## config.mk

```make
export PLATFORM = sky130hd
export DESIGN_NAME = dmem_write_arbiter
export DESIGN_NICKNAME = d
export VERILOG_FILES = /design/src/rtl/dmem_write_arbiter.sv
export SDC_FILE = /design/constraint.sdc
export NUM_CORES = 1
export LEC_CHECK = 0
export ABC_AREA = 1
export CAP_MARGIN = 20
export CORE_ASPECT_RATIO = 2
export CORE_MARGIN = 2
export CORE_UTILIZATION = 35
export CTS_CLUSTER_DIAMETER = 100
export DETAILED_ROUTE_END_ITERATION = 8
export GPL_ROUTABILITY_DRIVEN = 0
export PLACE_DENSITY_LB_ADDON = 0.3
export SLEW_MARGIN = 0
export SYNTH_ARGS = -nofsm -noshare
export SYNTH_HDL_FRONTEND = slang
export SYNTH_SLANG_ARGS = --single-unit
```

## constraint.sdc

```tcl
create_clock -name clk -period 5.1 [get_ports clk]
set_clock_uncertainty 0.2 [all_clocks]
set_input_delay 1.02 -clock clk [delete_from_list [all_inputs] [get_ports clk]]
set_output_delay 1.02 -clock clk [all_outputs]
set_load 0.005 [all_outputs]
```

## src/rtl/dmem_write_arbiter.sv

```systemverilog
// Single-write-port data memory arbiter for a dual-issue memory stage.
// Serializes two stores to different words over two cycles (stalling M),
// merges same-word stores (younger lane wins) and forwards lane-1 store
// data to a same-word lane-2 load.
module dmem_write_arbiter #(
    parameter int unsigned CNT_W = 16
) (
    input  logic             clk,
    input  logic             reset,
    input  logic             MemWrite_M,
    input  logic             MemWrite_M2,
    input  logic             MemRead_M2,
    input  logic [31:0]      ALUOut_M,
    input  logic [31:0]      ALUOut_M2,
    input  logic [31:0]      WriteData_M,
    input  logic [31:0]      WriteData_M2,
    input  logic [31:0]      RamRead2,
    output logic             WE_P,
    output logic [29:0]      WA_P,
    output logic [31:0]      WD_P,
    output logic [31:0]      ReadData_M2,
    output logic             Stall_M,
    output logic [CNT_W-1:0] ConflictCnt
);

    localparam int unsigned AW = 30;
    localparam int unsigned DW = 32;

    typedef enum logic [0:0] {
        IDLE   = 1'b0,
        SECOND = 1'b1
    } state_t;

    state_t            state_q;
    state_t            state_d;
    logic [AW-1:0]     lat_addr_q;
    logic [DW-1:0]     lat_data_q;
    logic [CNT_W-1:0]  cnt_q;
    logic              lat_en;

    logic [AW-1:0]     wa1;
    logic [AW-1:0]     wa2;
    logic              same_word;

    assign wa1       = ALUOut_M[31:2];
    assign wa2       = ALUOut_M2[31:2];
    assign same_word = (wa1 == wa2);

    // Byte-offset bits do not participate in word arbitration.
    logic unused_byte_bits;
    assign unused_byte_bits = &{1'b0, ALUOut_M[1:0], ALUOut_M2[1:0]};

    // Lane-2 load sees a same-word lane-1 store before it reaches the RAM.
    assign ReadData_M2 = (MemWrite_M && MemRead_M2 && same_word) ? WriteData_M : RamRead2;

    assign ConflictCnt = cnt_q;

    // State, latched lane-2 write and saturating conflict counter.
    always_ff @(posedge clk or negedge reset) begin
        if (!reset) begin
            state_q    <= IDLE;
            lat_addr_q <= '0;
            lat_data_q <= '0;
            cnt_q      <= '0;
        end else begin
            state_q <= state_d;
            if (lat_en) begin
                lat_addr_q <= wa2;
                lat_data_q <= WriteData_M2;
                if (cnt_q != {CNT_W{1'b1}}) begin
                    cnt_q <= cnt_q + CNT_W'(1);
                end
            end
        end
    end

    // Next state and write-port / stall selection; everything idle in reset.
    always_comb begin
        state_d = state_q;
        WE_P    = 1'b0;
        WA_P    = '0;
        WD_P    = '0;
        Stall_M = 1'b0;
        lat_en  = 1'b0;
        if (reset) begin
            case (state_q)
                IDLE: begin
                    if (MemWrite_M && MemWrite_M2) begin
                        WE_P = 1'b1;
                        if (same_word) begin
                            WA_P = wa2;
                            WD_P = WriteData_M2;
                        end else begin
                            WA_P    = wa1;
                            WD_P    = WriteData_M;
                            Stall_M = 1'b1;
                            lat_en  = 1'b1;
                            state_d = SECOND;
                        end
                    end else if (MemWrite_M) begin
                        WE_P = 1'b1;
                        WA_P = wa1;
                        WD_P = WriteData_M;
                    end else if (MemWrite_M2) begin
                        WE_P = 1'b1;
                        WA_P = wa2;
                        WD_P = WriteData_M2;
                    end
                end
                SECOND: begin
                    WE_P    = 1'b1;
                    WA_P    = lat_addr_q;
                    WD_P    = lat_data_q;
                    state_d = IDLE;
                end
                default: state_d = IDLE;
            endcase
        end
    end

endmodule
```

==> results of run 1 <==
[repair_timing]
action / 4_1_cts / 5_1_grt
gates resized for setup: 0 / 1
hold buffers: 0 / 0
setup endpoints to repair: 0 / 18
setup buffers: 0 / 0
[final cells by class]
class / instances / share of cell area (%)
diodes: 1 / 0.0264
repair buffers: 292 / 30.9
well taps: 213 / 2.81
flip-flops and latches: 79 / 20.8
multi-input cells: 722 / 37.4
inverters: 121 / 4.80
clock buffers: 9 / 2.38
clock inverters: 7 / 0.779
[Yosys cell counts (2+ instances only)]
master	count	share of area, %
sky130_fd_sc_hd__buf_6	4	0.71
sky130_fd_sc_hd__nand2_1	228	14
sky130_fd_sc_hd__inv_2	10	0.60
sky130_fd_sc_hd__buf_1	3	0.18
sky130_fd_sc_hd__nor2_1	27	1.6
sky130_fd_sc_hd__nand2_4	2	0.36
sky130_fd_sc_hd__buf_2	19	1.5
sky130_fd_sc_hd__inv_1	110	6.5
sky130_fd_sc_hd__nand3_2	2	0.32
sky130_fd_sc_hd__a21oi_1	62	4.9
sky130_fd_sc_hd__dfrtp_1	79	31
sky130_fd_sc_hd__xnor2_1	19	2.6
sky130_fd_sc_hd__xor2_1	15	2.1
sky130_fd_sc_hd__nand3_1	70	5.6
sky130_fd_sc_hd__nor3_1	2	0.16
sky130_fd_sc_hd__o21ai_2	10	1.4
sky130_fd_sc_hd__clkbuf_1	43	2.6
sky130_fd_sc_hd__o21ai_1	73	5.8
sky130_fd_sc_hd__o21ai_0	201	16
sky130_fd_sc_hd__nand4_1	3	0.30
[logic make-up (layout without fill, tap and decap cells)]
group	after synthesis	count (layout)
simple gates	340	340
fa+ha+maj	1	1
compound gates	347	347
flops	79	79
other cells	0	1
buf+inv	192	429
xor+xnor	34	34
[worst paths after layout]
path                       depth (start not counted)  slack [ns]      startpoint              to
min                                                2        0.28  lat_addr_q[24]  lat_addr_q[24]
min reg2reg                                        2        0.28  lat_addr_q[24]  lat_addr_q[24]
max in group asynchronous                          2        3.63           reset  lat_data_q[28]
max                                               12        0.24     ALUOut_M[8]         WD_P[2]
min in group asynchronous                          1        0.41           reset  ConflictCnt[2]
max reg2reg                                       10        2.73  ConflictCnt[0]  ConflictCnt[9]
[flip-flops by register name, indices dropped and copies added (netlist names)]
| name | flops |
|---|---|
| lat_data_q | 32 |
| lat_addr_q | 30 |
| ConflictCnt | 16 |
| state_q | 1 |
[per-stage QoR]
step	util, %	instance area [sq um]	setup WS (ns)	std cells	total power [W]
after detailed placement	51.8	9170	0.179	1427	0.00154
after CTS	53.5	9470	0.174	1443	0.00220
after global placement	51.8	9170	0.231	1427	0.00152
final	53.6	9480	0.236	1444	0.00218
after global routing	53.6	9480	0.00688	1444	0.00233
after floorplan	-	6310	1.75	993	0.00113
[tightest hold or removal path: cells and delay by family, from the launching register on]
kind               cells  cell delay [ns]
and+or+nand+nor        1             0.06
AOI/OAI and AO/OA      1             0.05
DFF                    1             0.34
[power breakdown]
| group | internal [W] | switching, W |
|---|---|---|
| sequential | 0.000744 | 0.0000750 |
| clock | 0.000380 | 0.000278 |
| combinational | 0.000383 | 0.000321 |
| total | 0.00151 | 0.000674 |
[metal layers]
metal  share of wire, %  vias to the layer above  track usage, %
met2                 53                      252            41.7
met4                4.0                        2            10.2
met3                5.7                       47            3.57
met5              0.059                        -               0
met1                 37                     3340            25.0
li1                   -                     3715               -
==> results.txt, run 1 <==
----------------------------------------------------
[Outcome]
  Run status ... finished clean

[Synthesis]
  Synth Flop Type ... sky130_fd_sc_hd__dfrtp_1
  Number of distinct library cell variants in the gate-level netlist after synthesis ... 31
  Post-synth ARST share ... 100%
  Post-synthesis area per instance ... approximately 6.4 sq um
  Synth Warn # ... 0
  Synthesized cell area ... around 6300 sq um
  Combinational family with the most area after synthesis ... compound AO/OA/AOI/OAI gates
  Area fraction in compound gates after synthesis ... around 28%
  Basic-gate share of the synthesized area counting and, or, nand and nor cells ... 23.1%
  XOR/XNOR Fraction of Synth Area ... about 4.7%
  Adder and majority cell fraction of the synthesized area ... 0.198%
  Count of mapped cells out of synthesis ... a little under 1000
  Number of enable-type register cells in the synthesized netlist ... 0
  Register area share after synthesis ... a little under a third
  Post-synthesis sequential element count ... about 80
  Multiplexer fraction of the synthesized cell area ... 0%
  Synthesized Nets ... 1159

[Pwr]
  Static leakage power ... roughly 4.3 nW
  Ratio of total power to cell area ... between 200 and 250 nW/um^2
  Maximum vdd ir drop ... 0.125 mV

[Detailed routing]
  ANT nets after route ... 0
  Vias ... roughly 7400
  Initial drt markers ... 273
  Drt total wl ... 22200 microns
  Wire length per cell after detailed routing ... 15.4 microns
  Vias per cell ... slightly above 5
  Detailed-routing iteration count for the pre-antenna-repair pass ... 4
  Drt drc ... 0

[Clock tree]
  Clock tree from TritonCTS ... built
  Depth of the CTS H-tree ... 3
  Clock slew at the register clock pins of the worst setup and hold paths ... 0.07 ns
  Clock tree root driver cell ... sky130_fd_sc_hd__clkbuf_16
  Number of buffers on the longest clock path ... 2
  Number of buffers inserted during clock tree synthesis ... 9
  Number of sinks handled by clock tree synthesis ... 79
  Source-to-sink clock delay at the later pin of the worst-skew pair ... around 0.33 ns

[Floorplan]
  Horizontal extent of the die ... 98.9 microns
  Height of the die ... approximately 190 microns
  Initial core utilization ... between 30% and 40%
  I/O pin count ... ~280
  Area of the die ... between 15000 and 20000 sq um
  Number of standard-cell rows in the floorplan ... 69
  Core footprint ... ~18000 sq um

[GRT]
  Number of global-route vias before repair ... 7078
  Congestion Overflow GR ... 0
  Total track usage ... 22.7%
  Antenna violations before repair ... 2
  First-pass GRT wire length ... roughly 35000 microns
  Maximum number of pins on one net before global-route repair ... 70

[Setup path]
  Setup CP Type ... primary input to primary output
  Critical path cell sequence ... clkdlybuf4s50_1, xnor2_1, nand2_1, nor2_1, nand2_1, nor2_4, buf_12, nand3_1, nand3_1, nand2_1, a21oi_1, clkdlybuf4s50_1
  Crit path largest cell delay ... approximately 0.56 ns
  Crit start category ... primary input
  CP bufs+invs ... 3
  Worst path most repeated cell ... sky130_fd_sc_hd__nand2_1
  Largest fanout of any net on the critical path ... 11
  Endpoint kind of the worst setup timing path ... primary output
  Cell family with the largest share of critical-path delay ... buffers and inverters
  Data arrival, critical path ... ~3.6 ns
  Required time worst endpoint ... approximately 3.9 ns
  Cell with the largest stage delay on the worst path ... sky130_fd_sc_hd__clkdlybuf4s50_1

[Finish]
  Most frequent cells in the layout ... sky130_fd_sc_hd__clkdlybuf4s50_1 (271), sky130_fd_sc_hd__nand2_1 (228), sky130_fd_sc_hd__o21ai_0 (201)
  Multi-input logic area ... approximately 3500 sq um
  Fill count ... 1740
  Most frequent standard cell in the layout excluding fill and tap cells ... sky130_fd_sc_hd__clkdlybuf4s50_1
  Net count of the finished layout ... about 1400
  Share of layout cells above drive strength 1 ... under 10%
  Combined flip-flop and latch cell area ... ~2000 sq um
  Area Growth Syn to Fin ... 50.4%

[STA]
  Minimum hold slack ... around 0.28 ns
  Number of hold-slack violations in the final timing report ... 0
  Achievable clock frequency ... between 0.2 and 0.25 GHz
  Tcrit/Tclk final ... between 90% and 100%
  Min cycle time layout ... around 4.9 ns
  Unrepaired setup endpoints after global routing ... no
  Max-slew violation total from the final report ... 0
  Number of failing setup endpoints in the final timing report ... 0
  Fin Setup TNS ... 0 ns
  Tightest Pin Transition ... approximately 1.1 ns
  Slew Limit Headroom ... between 20 and 30%

[Place]
  HPWL after detailed placement ... about 17000 microns
  Number of buffers inserted by port buffering ... 272

[Min path]
  Hold/Removal Path Class ... flip-flop to flip-flop

[Flow run]
  Count of maximum capacitance violations ... 0

----------------------------------------------------
(Power assumes the default switching activity.)
==> inputs of run 2 (changes only) <==
- CORE_UTILIZATION: 35 -> 47
- CTS_CLUSTER_SIZE: unset -> 8
- SLEW_MARGIN: 0 -> 20
==> run 2 against run 1 <==
Effect of this change:
- register-to-register slack better by 0.02 ns
- first-iteration DRC count rose by 81%
- cell count down 4.4%
- highest routed layer is now met4
- clock-buffer cell count increased by 1
- critical endpoint is now WD_P[6]
- sequential power is 0.5% higher
- clock power down 3.8%
- cell area is 1.0% lower
- worst hold slack lost 0.0028 ns
- critical path type unchanged
- die area shrank 25%
==> results.txt, run 2 (synthesis gave the netlist of run 1 again) <==
----------------------------------------------------
[Setup path]
  Data arrival, critical path ... 3.64 ns (about the same)
  Worst path most repeated cell ... sky130_fd_sc_hd__nand2_1
  Setup CP Type ... primary input to primary output
  Required time worst endpoint ... 3.88 ns (about the same)
  Largest fanout of any net on the critical path ... 13 (+2)
  Crit path largest cell delay ... 0.56 ns (about the same)
  Endpoint kind of the worst setup timing path ... primary output
  Crit start category ... primary input
  Critical path cell sequence ... clkdlybuf4s50_1, xnor2_1, nand2_1, nor2_1, nand2_1, nor2_4, buf_12, nand3_1, nand3_1, nand2_1, a21oi_1, clkdlybuf4s50_1
  Cell with the largest stage delay on the worst path ... sky130_fd_sc_hd__clkdlybuf4s50_1
  Depth of the worst register-to-register path ... 10 (unchanged)

[Finish]
  Fill count ... 1104 (-37%)
  Inserted Diodes ... 0 (-1)
  Most frequent standard cell in the layout excluding fill and tap cells ... sky130_fd_sc_hd__clkdlybuf4s50_1
  Number of flip-flops under the largest register name ... 32 (unchanged)
  Most flop-heavy register ... lat_data_q
  Most frequent cells in the layout ... sky130_fd_sc_hd__clkdlybuf4s50_1 (271), sky130_fd_sc_hd__nand2_1 (228), sky130_fd_sc_hd__o21ai_0 (201)
  Share of layout cells above drive strength 1 ... 5.21% (-0.24 points)
  Area Growth Syn to Fin ... 48.8%
  Net count of the finished layout ... 1390 (-0.072%)

[Detailed routing]
  Initial drt markers ... 494 (+81%)
  Drt total wl ... 21600 microns (-2.7%)
  Detailed-routing iteration count for the pre-antenna-repair pass ... 5 (+1)
  Wire length per cell after detailed routing ... 15.6 microns (+1.8%)
  Vias per cell ... 5.49 (+7.8%)
  Drt drc ... 0 (unchanged)
  ANT nets after route ... 0 (unchanged)
  Vias ... 7576 (+3.0%)

[STA]
  Achievable clock frequency ... 0.206 GHz (about the same)
  Tcrit/Tclk final ... 95.4% (about the same)
  Max-slew violation total from the final report ... 0 (unchanged)
  Unrepaired setup endpoints after global routing ... no
  Number of failing setup endpoints in the final timing report ... 0 (unchanged)
  Slew Limit Headroom ... 27.8% (-1.9 points)
  Number of hold-slack violations in the final timing report ... 0 (unchanged)
  Slack of the critical path ... 0.235 ns (-0.000509 ns)
  Fin Setup TNS ... 0 ns (unchanged)
  Min cycle time layout ... 4.86 ns (+0.000509 ns)
  Tightest Pin Transition ... 1.08 ns (+0.0287 ns)

[Pwr]
  Relative contribution of sequential cells to total power ... 38.1% (+0.6 points)
  Maximum vdd ir drop ... 0.177 mV (+42%)
  Cell internal power dissipation ... 0.00150 W (-0.22%)
  Share of power burned in combinational logic ... 32.6% (+0.3 points)
  Clock share of power ... 29.4% (-0.8 points)
  Static leakage power ... 4.31 nW (-0.22%)
  Ratio of total power to cell area ... 230 nW/um^2 (about the same)
  Switching power share of the total ... 30.4% (-0.50 points)
  Net switching power ... 0.000657 W (-2.5%)

[Clock tree]
  Clock tree from TritonCTS ... built
  Depth of the CTS H-tree ... 3 (unchanged)
  Clock slew at the register clock pins of the worst setup and hold paths ... 0.06 ns (about the same)
  Clock tree root driver cell ... sky130_fd_sc_hd__clkbuf_16
  Number of buffers on the longest clock path ... 2 (unchanged)
  Number of buffers inserted during clock tree synthesis ... 9 (unchanged)
  Source-to-sink clock delay at the later pin of the worst-skew pair ... 0.33 ns (about the same)
  Number of sinks handled by clock tree synthesis ... 79 (unchanged)
  Hold-fix buffer count after cts ... 0 (unchanged)

[Floorplan]
  Horizontal extent of the die ... 85.9 microns (-13%)
  Core footprint ... 13100 sq um (-26%)
  Area of the die ... 14400 sq um (-25%)
  Initial core utilization ... 48.3% (+13 points)
  Number of standard-cell rows in the floorplan ... 59 (-14%)
  Height of the die ... 168 microns (-13%)
  I/O pin count ... 277 (unchanged)

[GRT]
  Maximum number of pins on one net before global-route repair ... 77 (+10%)
  First-pass GRT wire length ... 34400 microns (-2.8%)
  Antenna violations before repair ... 0 (-2)
  Total track usage ... 29.5% (+6.8 points)
  Number of global-route vias before repair ... 7258 (+2.5%)
  Congestion Overflow GR ... 0 (unchanged)

[Outcome]
  Run status ... finished clean

[Flow run]
  Count of maximum capacitance violations ... 0 (unchanged)

[Place]
  HPWL after detailed placement ... 15400 microns (-6.5%)
  Post-placement setup slack ... 0.223 ns (+0.0449 ns)
  Number of buffers inserted by port buffering ... 272 (unchanged)

[Min path]
  Hold Path Depth ... 2 (unchanged)
  Hold/Removal Path Class ... flip-flop to flip-flop

----------------------------------------------------
[run 2: changes by cell type in the layout (fill, tap and decap cells not counted), sizes merged]
cell and change:
buf -1, diode -1, clkbuf +1, clkinv -2
[run 2: per-layer routing]
| layer | GRT usage [%] | routed length, microns | vias up |
|---|---|---|---|
| met5 | 0 | 0 | - |
| met4 | 13.5 | 689 | 0 |
| met3 | 4.36 | 1560 | 51 |
| met2 | 53.5 | 11500 | 339 |
| met1 | 33.1 | 7820 | 3459 |
| li1 | - | - | 3727 |
[run 2: final cells by class]
class / count / area (sq um) / area share, %
multi-input cells: 722 / 3550 / 37.8
repair buffers: 291 / 2930 / 31.2
flip-flops and latches: 79 / 1980 / 21.1
inverters: 121 / 455 / 4.85
clock buffers: 10 / 229 / 2.44
well taps: 152 / 190 / 2.03
clock inverters: 5 / 60.1 / 0.640
[run 2: worst max-delay path: cells and delay by family]
family | cells | cell delay [ns]
simple gates | 7 | 0.94
xor+xnor | 1 | 0.21
buf+inv | 3 | 1.23
compound gates | 1 | 0.23
[run 2: metrics by stage]
| stage | power, W | hold WS, ns | util, % | cell area, sq um | cells |
|---|---|---|---|---|---|
| detailed placement | 0.00153 | 0.263 | 69.5 | 9090 | 1365 |
| global route | 0.00229 | 0.296 | 71.8 | 9390 | 1380 |
| finish | 0.00216 | 0.276 | 71.8 | 9390 | 1380 |
| CTS | 0.00217 | 0.278 | 71.8 | 9380 | 1380 |
| global placement | 0.00151 | 0.259 | 69.5 | 9090 | 1365 |
| floorplan | 0.00113 | 0.248 | - | 6310 | 993 |
[run 2: timing repair]
item	in CTS	in global routing
endpoints found under the setup margin	0	1
setup buffers	0	0
resized for setup	0	1
[run 2: path summary, 6_finish.rpt]
path	startpoint	to	slack (ns)
worst max-delay path	ALUOut_M[5]	WD_P[6]	0.24
worst min-delay path	lat_addr_q[21]	lat_addr_q[21]	0.28
worst max register to register	ConflictCnt[0]	ConflictCnt[7]	2.75
worst min register to register	lat_addr_q[21]	lat_addr_q[21]	0.28
max in group asynchronous	reset	lat_addr_q[1]	3.67
min in group asynchronous	reset	lat_data_q[6]	0.40
[run 2: power by group through the flow]
stage | sequential [W] | combinational, W | clock, W
3_5_place_dp | 0.000830 | 0.000702 | 0
2_1_floorplan | 0.000809 | 0.000321 | 0
6_report | 0.000822 | 0.000703 | 0.000634
5_1_grt | 0.000835 | 0.000783 | 0.000671
3_3_place_gp | 0.000824 | 0.000686 | 0
4_1_cts | 0.000820 | 0.000708 | 0.000641
==> inputs of run 3 (changes only) <==
- CORE_UTILIZATION: 47 -> 43
- SKIP_CTS_REPAIR_TIMING: unset -> 1
- clock period: 5.1 -> 4.75 ns (I/O delays scaled with it)
==> run 3 against run 2 <==
Effect of this change:
- first-iteration DRC count shrank 32%
- critical path depth unchanged
- sequential power grew 6.8%
- core utilization shrank 5.4 points
- clock power rose by 21%
- worst hold slack improved by 0.0025 ns
- global-route usage shrank 1.9 points
- sequential share of layout area decreased by 0.33 points
- cell area up 1.6%
- register-to-register slack worse by 0.23 ns
- routed wire length grew 0.65%
- non-clock buffer count did not move
- critical endpoint is now WD_P[4]
- largest cell class unchanged
==> results.txt, run 3 (synthesis gave the netlist of run 1 again) <==
----------------------------------------------------
[Outcome]
  Run status ... finished clean

[STA]
  Number of hold-slack violations in the final timing report ... 0 (unchanged)
  Max-slew violation total from the final report ... 0 (unchanged)
  Slew Limit Headroom ... 28.0% (+0.17 points)
  Number of failing setup endpoints in the final timing report ... 0 (unchanged)
  Unrepaired setup endpoints after global routing ... no
  Achievable clock frequency ... about 0.22 GHz
  Min cycle time layout ... around 4.5 ns
  Tightest Pin Transition ... 1.08 ns (-0.00261 ns)
  Fin Setup TNS ... 0 ns (unchanged)
  Tcrit/Tclk final ... 95.2%

[Min path]
  Hold/Removal Path Class ... flip-flop to flip-flop
  Hold Path Depth ... 2 (unchanged)
  Worst hold path endpoint ... lat_addr_q[29]
  Startpoint of the most critical hold path ... lat_addr_q[29]

[Setup path]
  FF-to-FF setup slack ... 2.52 ns (-0.23 ns)
  Endpoint kind of the worst setup timing path ... primary output
  Data arrival, critical path ... 3.37 ns (-0.27 ns)
  Depth of the worst register-to-register path ... 5 (-5)
  Launching point of the worst reg2reg path ... state_q
  Crit start category ... primary input
  Largest fanout of any net on the critical path ... 7 (-6)
  Required time worst endpoint ... 3.60 ns (-0.28 ns)
  Setup CP Type ... primary input to primary output
  Reg-to-reg critical path endpoint ... lat_data_q[29]

[Clock tree]
  Number of buffers inserted during clock tree synthesis ... 9 (unchanged)
  Source-to-sink clock delay at the later pin of the worst-skew pair ... 0.33 ns (about the same)
  Clock tree root driver cell ... sky130_fd_sc_hd__clkbuf_16
  Number of buffers on the longest clock path ... 2 (unchanged)
  Clock tree from TritonCTS ... built
  Clock slew at the register clock pins of the worst setup and hold paths ... 0.06 ns (about the same)
  Number of sinks handled by clock tree synthesis ... 79 (unchanged)
  Depth of the CTS H-tree ... 3 (unchanged)

[Finish]
  Area Growth Syn to Fin ... 51.2%
  Most frequent cells in the layout ... sky130_fd_sc_hd__clkdlybuf4s50_1 (271), sky130_fd_sc_hd__nand2_1 (228), sky130_fd_sc_hd__o21ai_0 (201)
  Number of flip-flops under the largest register name ... 32 (unchanged)
  Net count of the finished layout ... 1390 (unchanged)
  Inserted Diodes ... 0 (unchanged)
  Most flop-heavy register ... lat_data_q
  Most frequent standard cell in the layout excluding fill and tap cells ... sky130_fd_sc_hd__clkdlybuf4s50_1
  Share of layout cells above drive strength 1 ... 5.21% (about the same)

[Floorplan]
  Number of standard-cell rows in the floorplan ... 62 (+5.1%)
  Horizontal extent of the die ... 89.6 microns (+4.3%)
  Height of the die ... 175 microns (+4.4%)
  Area of the die ... 15700 sq um (+9.0%)
  Initial core utilization ... 43.9% (-4.3 points)
  I/O pin count ... 277 (unchanged)
  Core footprint ... 14400 sq um (+9.8%)

[Pwr]
  Maximum vdd ir drop ... 0.186 mV (+5.4%)
  Ratio of total power to cell area ... 252 nW/um^2 (+9.4%)
  Static leakage power ... 4.35 nW (+0.92%)
  Post-route total power ... 0.00240 W (+11%)

[Flow run]
  Count of maximum capacitance violations ... 0 (unchanged)

[Detailed routing]
  Detailed-routing iteration count for the pre-antenna-repair pass ... 7 (+2)
  Drt total wl ... 21700 microns (+0.65%)
  Initial drt markers ... 337 (-32%)
  Drt drc ... 0 (unchanged)
  Wire length per cell after detailed routing ... 15.3 microns (-2.3%)
  Vias per cell ... 5.26 (-4.1%)
  Vias ... 7478 (-1.3%)
  ANT nets after route ... 0 (unchanged)

[Place]
  HPWL after detailed placement ... 15600 microns (+1.3%)
  Number of buffers inserted by port buffering ... 272 (unchanged)

[GRT]
  Congestion Overflow GR ... 0 (unchanged)
  First-pass GRT wire length ... 34300 microns (-0.24%)
  Total track usage ... 27.6% (-1.9 points)
  Antenna violations before repair ... 0 (unchanged)
  Number of global-route vias before repair ... 7163 (-1.3%)
  Maximum number of pins on one net before global-route repair ... 89 (+16%)

----------------------------------------------------
[run 3: cell count changes in the layout (fill, tap and decap cells not counted), sizes merged]
| cell | before | now |
|---|---|---|
| clkinvlp | 1 | 0 |
| clkbuf | 10 | 13 |
| bufinv | 1 | 2 |
| clkinv | 4 | 2 |
[run 3: worst max-delay path, stage by stage]
cell,delay [ns]
sky130_fd_sc_hd__clkdlybuf4s50_1,0.53
sky130_fd_sc_hd__xnor2_1,0.14
sky130_fd_sc_hd__nand2_1,0.07
sky130_fd_sc_hd__nor2_1,0.11
sky130_fd_sc_hd__nand2_1,0.14
sky130_fd_sc_hd__nor2_8,0.25
sky130_fd_sc_hd__buf_4,0.20
sky130_fd_sc_hd__nand3_1,0.09
sky130_fd_sc_hd__nand3_1,0.08
sky130_fd_sc_hd__nand2_1,0.06
sky130_fd_sc_hd__a21oi_1,0.20
sky130_fd_sc_hd__clkdlybuf4s50_1,0.55
[run 3: per-layer routing]
layer,GRT usage (%),part of all wire [%]
met5,0,0
met1,31.5,36
met2,48.9,54
met3,4.28,6.3
met4,12.3,3.5
[run 3: report_power, final]
group	total, W	switching [W]	internal [W]
clock network	0.000764	0.000275	0.000489
logic	0.000759	0.000347	0.000411
registers	0.000878	0.0000792	0.000799
[run 3: how the worst max path moves through the flow]
stage,endpoint,from,cells past startpoint,slack (ns)
2_1_floorplan,WD_P[10],ALUOut_M[6],10,1.54
3_5_place_dp,WD_P[0],ALUOut_M[9],12,0.1
4_1_cts,WD_P[8],ALUOut_M[9],12,0.08
5_1_grt,WD_P[22],ALUOut_M2[18],12,0.001
3_3_place_gp,WD_P[0],ALUOut_M[9],12,0.12
6_report,WD_P[4],ALUOut_M[21],12,0.23
[run 3: area by class of cell]
class,instances,area [sq um]
Fill cell,1287,4820
Multi-Input combinational cell,722,3550
Timing Repair Buffer,291,2990
Sequential cell,79,1980
Inverter,121,455
Clock buffer,13,260
Tap cell,192,240
Clock inverter,3,65.1
[run 3: through the flow]
stage          area (sq um)  util [%]  cells  hold slack [ns]  setup WS (ns)
2_1_floorplan          6310         -    993            0.248           1.54
3_3_place_gp           9160      63.8   1403            0.260          0.117
3_5_place_dp           9160      63.8   1403            0.267         0.0971
4_1_cts                9490      66.1   1419            0.283         0.0814
5_1_grt                9530      66.4   1421            0.302       0.000978
6_report               9530      66.4   1421            0.278          0.230
